--- config.mk ---
export PLATFORM = sky130hd
export DESIGN_NAME = alu_ctrl
export DESIGN_NICKNAME = d
export VERILOG_FILES = /design/src/rtl/alu_ctrl.sv
export SDC_FILE = /design/constraint.sdc
export NUM_CORES = 1
export LEC_CHECK = 0
export ABC_CLOCK_PERIOD_IN_PS = 4900
export BUFFER_PORTS_ARGS = -buffer_cell sky130_fd_sc_hd__buf_4
export CAP_MARGIN = 20
export CORE_AREA = 5 5 195 273
export CTS_BUF_LIST = sky130_fd_sc_hd__clkbuf_4
export DETAILED_ROUTE_END_ITERATION = 7
export DIE_AREA = 0 0 200 278
export GPL_TIMING_DRIVEN = 0
export PLACE_DENSITY_LB_ADDON = 0.05
export SLEW_MARGIN = 40
export SYNTH_ARGS = -nofsm -noshare
export SYNTH_HDL_FRONTEND = slang
export SYNTH_SLANG_ARGS = --single-unit
--- constraint.sdc ---
create_clock -name clk -period 4.9 [get_ports clk]
set_clock_uncertainty 0.15 [all_clocks]
set_input_delay 0.245 -clock clk [delete_from_list [all_inputs] [get_ports clk]]
set_output_delay 0.245 -clock clk [all_outputs]
set_load 0.02 [all_outputs]
--- src/rtl/alu_ctrl.sv ---
// Register-file front end for a downstream ALU: accept command, wait for result, write back.
// Optional flag outputs (flag_z, flag_n) are enabled by defining ALU_CTRL_FLAGS_EN.
module alu_ctrl (
   input  logic        clk,
   input  logic        reset_n,
   input  logic        cmd_valid,
   output logic        cmd_ready,
   input  logic [3:0]  cmd_op,
   input  logic [2:0]  cmd_ra,
   input  logic [2:0]  cmd_rb,
   input  logic [2:0]  cmd_rd,
   input  logic        wr_en,
   input  logic [2:0]  wr_addr,
   input  logic [31:0] wr_data,
   input  logic [2:0]  rd_addr,
   output logic [31:0] rd_data,
   output logic [31:0] alu_a,
   output logic [31:0] alu_b,
   output logic [3:0]  alu_op,
   input  logic [31:0] alu_result,
   input  logic        alu_opdone,
   output logic        done,
   output logic        err,
   output logic [31:0] result,
`ifdef ALU_CTRL_FLAGS_EN
   output logic        flag_z,
   output logic        flag_n,
`endif
   output logic        busy
);

   typedef enum logic [1:0] {IDLE, EXEC, WB} state_t;

   state_t           state, state_nxt;
   logic [7:0][31:0] regs;
   logic [2:0]       rd_q;
   logic             accept, capture, illegal;

   assign accept  = (state == IDLE) && cmd_valid;
   assign capture = (state == EXEC) && alu_opdone;
   assign illegal = (alu_op >= 4'hD);
   assign rd_data = regs[rd_addr];

   always_ff @(posedge clk or negedge reset_n) begin
      if (!reset_n) state <= IDLE;
      else          state <= state_nxt;
   end

   always_comb begin
      state_nxt = state;
      case (state)
         IDLE:    if (cmd_valid) state_nxt = EXEC;
         EXEC:    if (alu_opdone) state_nxt = WB;
         WB:      state_nxt = IDLE;
         default: state_nxt = IDLE;
      endcase
   end

   always_comb begin
      cmd_ready = (state == IDLE);
      busy      = (state != IDLE);
      done      = (state == WB);
      err       = (state == WB) && illegal;
   end

   // alu_a/alu_b/alu_op double as the latched operands, so they hold outside EXEC
   always_ff @(posedge clk or negedge reset_n) begin
      if (!reset_n) begin
         alu_a  <= '0;
         alu_b  <= '0;
         alu_op <= '0;
         rd_q   <= '0;
      end else if (accept) begin
         alu_a  <= regs[cmd_ra];
         alu_b  <= regs[cmd_rb];
         alu_op <= cmd_op;
         rd_q   <= cmd_rd;
      end
   end

   always_ff @(posedge clk or negedge reset_n) begin
      if (!reset_n) result <= '0;
      else if (capture) result <= alu_result;
   end

`ifdef ALU_CTRL_FLAGS_EN
   always_ff @(posedge clk or negedge reset_n) begin
      if (!reset_n) begin
         flag_z <= 1'b0;
         flag_n <= 1'b0;
      end else if (capture) begin
         flag_z <= (alu_result == 32'h0);
         flag_n <= alu_result[31];
      end
   end
`endif

   // Write-back is ordered after the external write so it wins on an address clash
   always_ff @(posedge clk or negedge reset_n) begin
      if (!reset_n) regs <= '0;
      else begin
         if (wr_en) regs[wr_addr] <= wr_data;
         if ((state == WB) && !illegal) regs[rd_q] <= result;
      end
   end

endmodule

==> summary.txt <==
Placer Congestion -> 0.859
Syn. warnings -> 0
largest net degree at the start of global routing -> 72
Max-Cap Viols -> 0
Num CTS Buffers -> 101
Max stage delay on crit path -> 0.78 ns
CP max-delay cell -> clkbuf_1
Worst Setup Path Type -> primary input to output port
antenna violations before repair -> 1
post-route minimum period -> 2.94 ns
gr usage total -> 30.2%
WL/cell -> 29.3 um
CTS H-tree depth -> 3
FP Rows -> 98
root buffer cell -> clkbuf_4
reg2reg setup slack -> 2.22 ns
Synth Instances -> 1706
final wirelength -> 84900 um
Clk Latency, worst-skew pair -> 0.88 ns
Min Hold Slack -> 0.162 ns
maximum VDD drop -> 0.366 mV
die area -> 0.0556 mm^2
crit path capture -> rd_data[17]
CP required -> 4.51 ns
status -> finished clean
Die Width -> 200 um
critical path launch point type -> primary input
Synthesized Nets -> 1794
sequential fraction of the synthesis area -> 40.3%
flops & latches, synth -> 361
syn_area_per_cell -> 13.1 um^2
crit-path most repeated cell -> clkbuf_1
vias -> 17700
Crit Path Max Fanout -> 10
NumNets Final -> 2251
max-slew violations -> 0
clk sinks -> 361
# DRC -> 0
power density cells -> 584 mW/mm^2
vias in the first global route -> 18700
ANT nets after route -> 0
slew margin rel. -> 36.8%
total gr overflow -> 0
worst flop-to-flop path startpoint -> state[1]$_DFFE_PN0P_
CP cell instances -> clkbuf_1 -> clkbuf_1 -> mux4_2 -> mux2_2 -> buf_4
io pins -> 224
# setup viols final -> 0
HPWL after DPL -> 55500 um
Hold Path Class -> primary input to flip-flop
input/output buffers -> 214
CTS max path bufs -> 3
FMAX -> 341 MHz
Tcrit/Tclk final -> 59.9%
Pleak -> 0.0122 uW
share of layout cells above drive strength 1 -> 56.1%
# hold bufs at CTS -> 135
Area Overhead vs Synth -> 23.7%
hold path start -> cmd_ra[0]
CP Launch Point -> rd_addr[1]
final core utilization -> 54.9%
WP data arrival -> 2.54 ns
cells on worst reg2reg path -> 6
die span in y -> 278 um
mapped cell area -> 0.0224 mm^2
first-pass GRT wire length -> 123000 um
reg-to-reg endpoint -> alu_b[0]$_DFFE_PN0P_
Synth cell types -> 27
Clock transition at path regs -> 0.06 ns
Crit. End Element -> output port
RSZ-0062 raised after global routing -> no
CTS tree -> done
Via-to-Cell Ratio -> 6.10
setup bufs post-CTS -> 0
Initial DRC Count -> 1186
Initial Utilization -> 44.4%
Initial DRT Pass Iterations -> 5
Resize count post-CTS -> 0
Final Hold Fails -> 0
Worst Max-Slew Pin Slew -> 0.948 ns
Core Region -> 0.0505 mm^2
==> worst min path at each step <==
stage	end	depth (start not counted)
2_1_floorplan	alu_a[0]$_DFFE_PN0P_	0
3_3_place_gp	alu_b[3]$_DFFE_PN0P_	2
3_5_place_dp	result[28]$_DFFE_PN0P_	1
4_1_cts	alu_a[30]$_DFFE_PN0P_	5
5_1_grt	alu_a[30]$_DFFE_PN0P_	5
6_report	alu_a[30]$_DFFE_PN0P_	5
==> per-layer routing <==
layer,up-vias,routed length [um],global-route usage (%),share of wire [%]
li1,7555,-,-,-
met1,9095,33300,37.1,39
met2,767,41800,50.6,49
met3,243,5090,5.01,6.0
met4,0,4720,15.7,5.6
met5,-,0,0,0
==> layout make-up <==
type,count,area (um^2)
clock buffer,158,1190
fill,4411,22800
timing repair buffer,354,3110
buffer,147,724
sequential,361,9030
inverter,2,7.51
multi-input combinational,1196,12700
tap,650,813
antenna,1,2.50
clock inverter,27,164
==> power breakdown <==
part | switching (uW) | internal [uW] | total [uW]
clock | 1380 | 1560 | 2950
sequential | 1740 | 4470 | 6210
combinational | 2970 | 4080 | 7040
==> cells by family after synthesis <==
family / Yosys count / synth area share (%)
AND/OR/NAND/NOR: 99 / 2.18
multiplexers: 903 / 47.9
buffers and inverters: 149 / 3.10
AO/OA/AOI/OAI: 194 / 6.55
flip-flops: 361 / 40.3
==> stage by stage <==
stage               total power [uW]  setup TNS, ns  instances  area, um^2  worst slack, ns
finish                         16200              0       2896       27700             1.96
global route                   17200              0       2896       27700             1.96
CTS                            16300              0       2895       27700             1.99
detailed placement             13200              0       2575       25000             1.99
global placement               12900        -110.48       2570       24800           -0.343
floorplan                      10600              0       1706       22400             2.91
==> registers in the layout, indices dropped and copies added, names as in the netlist <==
| signal | flops |
|---|---|
| alu_op | 4 |
| regs | 256 |
| state | 2 |
| rd_q | 3 |
| result | 32 |
| alu_b | 32 |
| alu_a | 32 |
==> critical path, delay by kind of cell <==
family	cells	cell delay (ns)
mux	2	0.76
buf+inv	3	1.53
==> cells in the mapped netlist (all sizes together) <==
master / number / area, um^2
nor4bb: 3 / 30.0
mux2: 711 / 8010
and2: 1 / 6.26
o31ai: 64 / 480
a22o: 64 / 561
or2: 1 / 6.26
mux2i: 128 / 1280
inv: 2 / 7.51
or3b: 1 / 8.76
nor4b: 1 / 23.8
o22ai: 64 / 400
mux4: 64 / 1440
nand2b: 2 / 12.5
nand4b: 7 / 61.3
o21ai: 1 / 5.00
buf: 90 / 474
nand4: 5 / 31.3
dfrtp: 361 / 9030
nor3b: 1 / 7.51
nand2: 67 / 251
o211ai: 1 / 21.3
clkbuf: 57 / 214
nor2: 5 / 18.8
nor2b: 5 / 31.3
==> placed cells by master, fill, tap and decap left out, types with 2 or more instances in the layout <==
cell	n
inv_2	2
dlygate4sd3_1	134
o22ai_1	64
nor2_1	5
clkbuf_1	30
clkbuf_2	28
buf_2	77
buf_4	224
clkbuf_4	158
clkinv_1	20
nand4b_1	7
mux2_2	691
mux2i_1	128
mux4_2	64
nand2_1	67
nand2b_1	2
nand4_1	5
buf_16	5
nor4bb_1	3
nor2b_1	5
o31ai_1	64
a22o_1	64
dfrtp_1	361
bufinv_16	2
mux2_1	20
inv_1	2
(Power assumes the default switching activity.)
